[config.mk]
export PLATFORM = sky130hd
export DESIGN_NAME = hazard_ctrl
export DESIGN_NICKNAME = d
export VERILOG_FILES = /design/src/rtl/hazard_ctrl_pkg.sv /design/src/rtl/hazard_ctrl_fwd_match.sv /design/src/rtl/hazard_ctrl.sv
export SDC_FILE = /design/constraint.sdc
export NUM_CORES = 1
export LEC_CHECK = 0
export BUFFER_PORTS_ARGS = -buffer_cell sky130_fd_sc_hd__buf_4
export CAP_MARGIN = 20
export CORE_MARGIN = 5
export CORE_UTILIZATION = 59
export DETAILED_ROUTE_END_ITERATION = 7
export GPL_ROUTABILITY_DRIVEN = 0
export PLACE_DENSITY = 0.92
export SETUP_SLACK_MARGIN = 0.4
export SYNTH_ARGS = -nofsm -noshare
export SYNTH_HDL_FRONTEND = slang
export SYNTH_HIERARCHICAL = 1
export SYNTH_SLANG_ARGS = --single-unit
export TNS_END_PERCENT = 10
[constraint.sdc]
create_clock -name clk -period 7.2 [get_ports clk]
set_input_delay 0.72 -clock clk [delete_from_list [all_inputs] [get_ports clk]]
set_output_delay 0.72 -clock clk [all_outputs]
set_load 0.01 [all_outputs]
[src/rtl/hazard_ctrl_pkg.sv]
// Shared types for the ID-stage hazard controller: forwarding selects, FSM
// states and the shadow entry tracked for each of EX/MEM/WB.
package hazard_ctrl_pkg;

  // Shadow rd field is sized for the widest register index supported.
  localparam int REG_W_MAX = 8;

  typedef enum logic [1:0] {
    FWD_RF  = 2'd0,
    FWD_EX  = 2'd1,
    FWD_MEM = 2'd2,
    FWD_WB  = 2'd3
  } fwd_sel_t;

  typedef enum logic [1:0] {
    HZ_RUN   = 2'd0,
    HZ_STALL = 2'd1,
    HZ_FLUSH = 2'd2
  } hz_state_t;

  typedef struct packed {
    logic                 valid;
    logic [REG_W_MAX-1:0] rd;
    logic                 is_load;
  } hz_entry_t;

  // Writes to x0 are architecturally dropped, so they never become producers.
  function automatic hz_entry_t make_entry(input logic                 wr,
                                           input logic [REG_W_MAX-1:0] rd,
                                           input logic                 is_load);
    hz_entry_t e;
    e.valid   = wr && (rd != '0);
    e.rd      = rd;
    e.is_load = is_load;
    return e;
  endfunction

endpackage

[src/rtl/hazard_ctrl_fwd_match.sv]
// Per-operand producer search: youngest in-flight writer wins; also flags a
// load sitting in EX that this operand depends on.
module hazard_ctrl_fwd_match
  import hazard_ctrl_pkg::*;
(
  input  hz_entry_t            i_ex,
  input  hz_entry_t            i_mem,
  input  hz_entry_t            i_wb,
  input  logic [REG_W_MAX-1:0] i_rs,
  input  logic                 i_use,
  output fwd_sel_t             o_sel,
  output logic                 o_load_use
);

  logic w_active;
  logic w_ex_hit;
  logic w_mem_hit;
  logic w_wb_hit;

  assign w_active   = i_use && (i_rs != '0);
  assign w_ex_hit   = w_active && i_ex.valid  && (i_ex.rd  == i_rs);
  assign w_mem_hit  = w_active && i_mem.valid && (i_mem.rd == i_rs);
  assign w_wb_hit   = w_active && i_wb.valid  && (i_wb.rd  == i_rs);
  assign o_load_use = w_ex_hit && i_ex.is_load;

  always_comb begin
    o_sel = FWD_RF;
    if (w_ex_hit)       o_sel = FWD_EX;
    else if (w_mem_hit) o_sel = FWD_MEM;
    else if (w_wb_hit)  o_sel = FWD_WB;
  end

endmodule

[src/rtl/hazard_ctrl.sv]
// ID-stage hazard/flush controller: forwarding selects, load-use stall,
// redirect flush window and a saturating stall-cycle counter.
module hazard_ctrl
  import hazard_ctrl_pkg::*;
#(
  parameter int FLUSH_CYCLES = 2,
  parameter int REG_W        = 5,
  parameter int CNT_W        = 32
) (
  input  logic             clk,
  input  logic             rst,
  input  logic             id_valid_i,
  input  logic [REG_W-1:0] id_rs1_i,
  input  logic [REG_W-1:0] id_rs2_i,
  input  logic [REG_W-1:0] id_rd_i,
  input  logic             id_use_rs1_i,
  input  logic             id_use_rs2_i,
  input  logic             id_wr_rd_i,
  input  logic             id_is_load_i,
  input  logic             ex_redirect_i,
  output logic             issue_o,
  output logic             stall_o,
  output logic             flush_o,
  output logic [1:0]       fwd_a_o,
  output logic [1:0]       fwd_b_o,
  output logic [1:0]       state_o,
  output logic [CNT_W-1:0] stall_cnt_o
);

  localparam int FC_W = $clog2(FLUSH_CYCLES + 1);
  localparam logic [FC_W-1:0] FC_LOAD = FC_W'(FLUSH_CYCLES - 1);

  hz_entry_t        r_ex, r_mem, r_wb;
  hz_state_t        r_state;
  logic [FC_W-1:0]  r_fcnt;
  logic [CNT_W-1:0] r_stall_cnt;

  hz_entry_t w_id;
  fwd_sel_t  w_sel_a, w_sel_b;
  logic      w_lu_a, w_lu_b, w_load_use, w_flush, w_stall, w_issue;

  hazard_ctrl_fwd_match u_fwd_a (
    .i_ex(r_ex), .i_mem(r_mem), .i_wb(r_wb),
    .i_rs(REG_W_MAX'(id_rs1_i)), .i_use(id_use_rs1_i),
    .o_sel(w_sel_a), .o_load_use(w_lu_a)
  );

  hazard_ctrl_fwd_match u_fwd_b (
    .i_ex(r_ex), .i_mem(r_mem), .i_wb(r_wb),
    .i_rs(REG_W_MAX'(id_rs2_i)), .i_use(id_use_rs2_i),
    .o_sel(w_sel_b), .o_load_use(w_lu_b)
  );

  // ID advances only when it holds a real instruction and is neither held
  // (stall) nor killed (flush); flush takes precedence over stall.
  assign w_load_use = w_lu_a || w_lu_b;
  assign w_flush    = ex_redirect_i || (r_state == HZ_FLUSH);
  assign w_stall    = w_load_use && !w_flush;
  assign w_issue    = id_valid_i && !w_stall && !w_flush;
  assign w_id       = make_entry(id_wr_rd_i, REG_W_MAX'(id_rd_i), id_is_load_i);

  assign issue_o     = w_issue;
  assign stall_o     = w_stall;
  assign flush_o     = w_flush;
  assign fwd_a_o     = w_load_use ? FWD_RF : w_sel_a;
  assign fwd_b_o     = w_load_use ? FWD_RF : w_sel_b;
  assign state_o     = r_state;
  assign stall_cnt_o = r_stall_cnt;

  // r_fcnt holds the FLUSH-state cycles still to run, including the current one.
  always_ff @(posedge clk) begin
    if (rst) begin
      r_ex        <= '0;
      r_mem       <= '0;
      r_wb        <= '0;
      r_state     <= HZ_RUN;
      r_fcnt      <= '0;
      r_stall_cnt <= '0;
    end else begin
      r_wb  <= r_mem;
      r_mem <= r_ex;
      r_ex  <= w_issue ? w_id : '0;
      if (w_stall && (r_stall_cnt != '1)) r_stall_cnt <= r_stall_cnt + CNT_W'(1);
      if (ex_redirect_i) begin
        r_fcnt  <= FC_LOAD;
        r_state <= (FC_LOAD == '0) ? HZ_RUN : HZ_FLUSH;
      end else begin
        unique case (r_state)
          HZ_RUN:   r_state <= w_stall ? HZ_STALL : HZ_RUN;
          HZ_STALL: r_state <= HZ_RUN;
          HZ_FLUSH: begin
            if (r_fcnt <= FC_W'(1)) begin
              r_fcnt  <= '0;
              r_state <= HZ_RUN;
            end else begin
              r_fcnt <= r_fcnt - FC_W'(1);
            end
          end
          default:  r_state <= HZ_RUN;
        endcase
      end
    end
  end

endmodule
Yosys cells after proc, flatten, opt, wreduce, memory -nomap -nowiden

Cells that the tools add are included.

Bits in registers: 64
Input port bits: 23
Word-level logic and storage cells: 74

$add $sub $neg: 2
Order comparisons: 1
Equal/unequal tests: 10
Multiplexer cells: 15
Bitwise logic cells: 1
Reduce and logical (&&, ||, !) cells: 32

Operators by type and width:

| cell                                                 | number |
|---|---|
| equality test 8 x 5 -> 1 bit                         | 6 |
| adder 32 x 1 -> 32 bit (second input constant)       | 1 |
| != test 32 bit (second input constant)               | 1 |
| 2-to-1 mux 2 bit                                     | 11 |
| logical AND 1 bit                                    | 21 |
| nonzero test 8 bit                                   | 2 |
| nonzero test 5 bit                                   | 1 |
| one-hot mux 2 bit (2 select lines)                   | 1 |
| OR reduction 2 bit                                   | 2 |
| 2-to-1 mux 1 bit                                     | 3 |
| != test 3 x 2 -> 1 bit (second input constant)       | 1 |
| equality test 2 bit (second input constant)          | 1 |
| <= comparator 2 x 1 -> 1 bit (second input constant) | 1 |
| logical NOT 1 bit                                    | 2 |
| logical NOT 2 bit                                    | 1 |
| logical OR 1 bit                                     | 2 |
| != test 2 x 1 -> 1 bit (second input constant)       | 1 |
| nonzero test 2 bit                                   | 1 |
| subtractor 2 x 1 -> 2 bit (second input constant)    | 1 |
| inverter 1 bit                                       | 1 |

Depth between registers and ports, before layout

Depth after elaboration: 12
Depth in mapped cells: 10
Depth with buffers taken out: 9

Hierarchy

Netlist, hierarchy kept.

By module, submodules not included:

| module                | times used | cells each | area each (um^2) | seq. area each (um^2) |
|---|---|---|---|---|
| hazard_ctrl           | 1          | 269        | 2,458.6          | 1,141.1 |
| hazard_ctrl_fwd_match | 2          | 44         | 344.1            | 0.0 |

Worst setup path after synthesis

No wires, ideal clock.

Kind: input -> output
Start: in id_rs2_i[0]
End: out stall_o
Arrival: 2.160 ns
Data required time: 6.480 ns
Setup slack: 4.320 ns
Stages on the path: 6
Path through: or4_1 o2111a_1 and3_1 o21ai_2 inv_2 buf_4

Cells in the longest elaborated chain, start to end: 7
Elaborated cells on any way between the ends: 8
Classes of those cells: 1 x eq/ne; 7 x reduce/logical

RTL lines:

| item                  | line                        | RTL |
|---|---|---|
| start: declaration    | hazard_ctrl.sv:14           | `input logic [REG_W-1:0] id_rs2_i,` |
| nonzero test 8 bit    | hazard_ctrl_fwd_match.sv:20 | `assign w_active = i_use && (i_rs != '0);` |
| logical AND 1 bit     | hazard_ctrl_fwd_match.sv:20 |  |
| logical AND 1 bit     | hazard_ctrl_fwd_match.sv:21 | `assign w_ex_hit = w_active && i_ex.valid && (i_ex.rd == i_rs);` |
| logical AND 1 bit (*) | hazard_ctrl_fwd_match.sv:21 |  |
| logical AND 1 bit (*) | hazard_ctrl_fwd_match.sv:24 | `assign o_load_use = w_ex_hit && i_ex.is_load;` |
| via w_lu_b            | hazard_ctrl.sv:40           | `logic w_lu_a, w_lu_b, w_load_use, w_flush, w_stall, w_issue;` |
| logical OR 1 bit (*)  | hazard_ctrl.sv:56           | `assign w_load_use = w_lu_a \|\| w_lu_b;` |
| logical AND 1 bit (*) | hazard_ctrl.sv:58           | `assign w_stall = w_load_use && !w_flush;` |
| end: declaration      | hazard_ctrl.sv:22           | `output logic stall_o,` |

Mark *: on every way through the listed nets, which the timed path passes. The rest lies on a longest branch.

Worst setup path after layout

Start: in id_rs2_i[0]
End: out issue_o

Cells in the longest elaborated chain, start to end: 10
Elaborated cells on any way between the ends: 11
Classes of those cells: 1 x eq/ne; 10 x reduce/logical

RTL lines:

| item                                | line                        | RTL |
|---|---|---|
| nonzero test 8 bit                  | hazard_ctrl_fwd_match.sv:20 |  |
| logical AND 1 bit                   | hazard_ctrl_fwd_match.sv:20 |  |
| logical AND 1 bit                   | hazard_ctrl_fwd_match.sv:21 |  |
| logical AND 1 bit (*)               | hazard_ctrl_fwd_match.sv:21 |  |
| logical AND 1 bit (*)               | hazard_ctrl_fwd_match.sv:24 |  |
| via w_lu_b                          | hazard_ctrl.sv:40           |  |
| logical OR 1 bit (*)                | hazard_ctrl.sv:56           |  |
| logical AND 1 bit (*)               | hazard_ctrl.sv:58           |  |
| logical NOT 1 bit (*)               | hazard_ctrl.sv:59           | `assign w_issue = id_valid_i && !w_stall && !w_flush;` |
| logical AND 1 bit (*) (2 in series) | hazard_ctrl.sv:59           |  |
| end: declaration                    | hazard_ctrl.sv:21           | `output logic issue_o,` |

Marks and branches as above.

==> out/qor.yml <==
outcome:
  status: "finished clean"
timing:
  fin_crit_sh_pct: 46.7
  rsz0062_at_grt: "false"
  hold_slack_ps: 463
  max_freq_mhz: 297
  tightest_slew_ps: 536
  slew_violations: 0
  final.setup.tns_ps: 0
  finalHoldViolCount: 0
  layout_min_cycle_time_ps: 3370
  fin_ws_ps: 3830
  clock-skew-final_ps: 7.27
  setup_viol: 0
  slew_headroom_pct: 64.3
final_layout:
  final_common_cell: "buf_4"
  n_antenna_cell: 0
  layout-drive-gt1-share_pct: 20.2
  final_cells: 525
  multi_input_area_mm2: 0.00207
  ff_latch_area_mm2: 0.00110
  area_growth_pct: 24.3
  nets: 478
  fill_cells: 379
  mostFrequentLayoutCells: "63 x buf_4, 55 x dfxtp_1, 42 x conb_1"
global_route:
  grt_pass1_vias: 2910
  grt-ovfl-total: 0
  grt_max_degree: 51
  grt_antenna_before_repair: 0
  grt_first_pass_wirelength_um: 12900
  grt_use_total_pct: 23.8
critical_path:
  arrival_ps: 2650
  critPathKind: "primary input to output pin"
  cp-startpoint: "id_rs2_i[0]"
  critPathCaptureType: "output pin"
  worst_ep_required_time_ps: 6480
  start_kind: "primary input"
  worst-path-buf-inv: 2
  reg2reg_from: "r_ex[5]"
  r2r_end: "stall_cnt_o[29]"
  path_cells: "buf_4, or4_1, o2111a_1, and3_1, nor2_1, and3_1, buf_4"
  crit_family: "simple AND/OR/NAND/NOR gates"
  crit_fanout: 6
  slowest_delay_ps: 560
  r2r_slack_ps: 4340
  critical_path_depth: 7
  crit_path_top_delay_cell: "or4_1"
  r2r.worst_path.cells: 9
die:
  die_x_um: 82.4
  io_pins: 64
  rows: 26
  coreArea_mm2: 0.00511
  die-area_mm2: 0.00679
  initial_core_util_pct: 60.6
  die_h_um: 82.4
detailed_routing:
  num_vias: 2997
  routed_wirelength_um: 7740
  ant_nets: 0
  via_per_inst: 5.71
  drt-initial-drc-count: 162
  drc: 0
  routedWlPerCell_um: 14.7
  drt_pass1_iterations: 4
placement:
  hpwl_um: 5900
  numPortBuffers: 63
  dp_cells: 517
  dp_slack_ps: 3880
worst_hold_path:
  hold_depth: 1
  holdPathEnd: "state_o[0]"
  hold_start: "state_o[1]"
  hold_class: "register to register"
cts:
  holdBufCountCts: 0
  cts_resized: 0
  clk_pin_slew_ps: 90
  root_buffer: "clkbuf_8"
  cts_buffer_depth: 2
  clkLatencyLatePin_ps: 310
  postCtsSetupRepairBufs: 0
  cts_tree: "done"
  cts_made_buffers: 5
  cts_max_level: 2
  clkSinkCount: 55
synth:
  avgSynthCellArea_um2: 8.77
  syn_area_mm2: 0.00309
  ys_warn_count: 6
  syn-instance-count: 353
power_and_ir_drop:
  p_leak_nw: 1.46
  ir_worst_vdd_mv: 0.112
  powerDensity_mw_per_mm2: 138
  power_uw: 531
job:
  drv_cap: 0
==> how the worst max path moves through the flow <==
| stage | end |
|---|---|
| 3_3_place_gp | issue_o |
| 3_5_place_dp | stall_cnt_o[29] |
| 2_1_floorplan | stall_o |
| 4_1_cts | issue_o |
| 6_report | issue_o |
| 5_1_grt | issue_o |
==> per-layer routing <==
metal | GRT usage, % | up-vias | part of all wire, %
met3 | 4.88 | 10 | 6.0
met1 | 30.4 | 1416 | 44
li1 | - | 1459 | -
met5 | 0 | - | 0
met2 | 40.7 | 112 | 49
met4 | 6.48 | 0 | 1.1
==> through the flow <==
step                      util, %  cell area (um^2)
after global routing         75.3              3850
after global placement       73.7              3770
final                        75.3              3850
after detailed placement     73.7              3770
after floorplan                 -              3250
after CTS                    75.3              3850
==> state kept, by name, indices dropped and copies added (netlist names) <==
register	cells
stall_cnt_o	32
r_fcnt	2
r_wb	6
state_o	2
r_ex	7
r_mem	6
==> power by group <==
part | internal (mW) | switching (mW)
Clock | 0.0687 | 0.0984
Sequential | 0.306 | 0.00229
Combinational | 0.0261 | 0.0295
==> layout make-up <==
cell class / instances / share of cell area (%)
tap: 70 / 2.28
clock buffer: 7 / 1.98
inverter: 8 / 0.780
sequential: 55 / 28.6
timing repair buffer: 63 / 12.3
multi-input combinational: 321 / 53.9
clock inverter: 1 / 0.130
No activity file was read; power rests on OpenSTA's default activity.
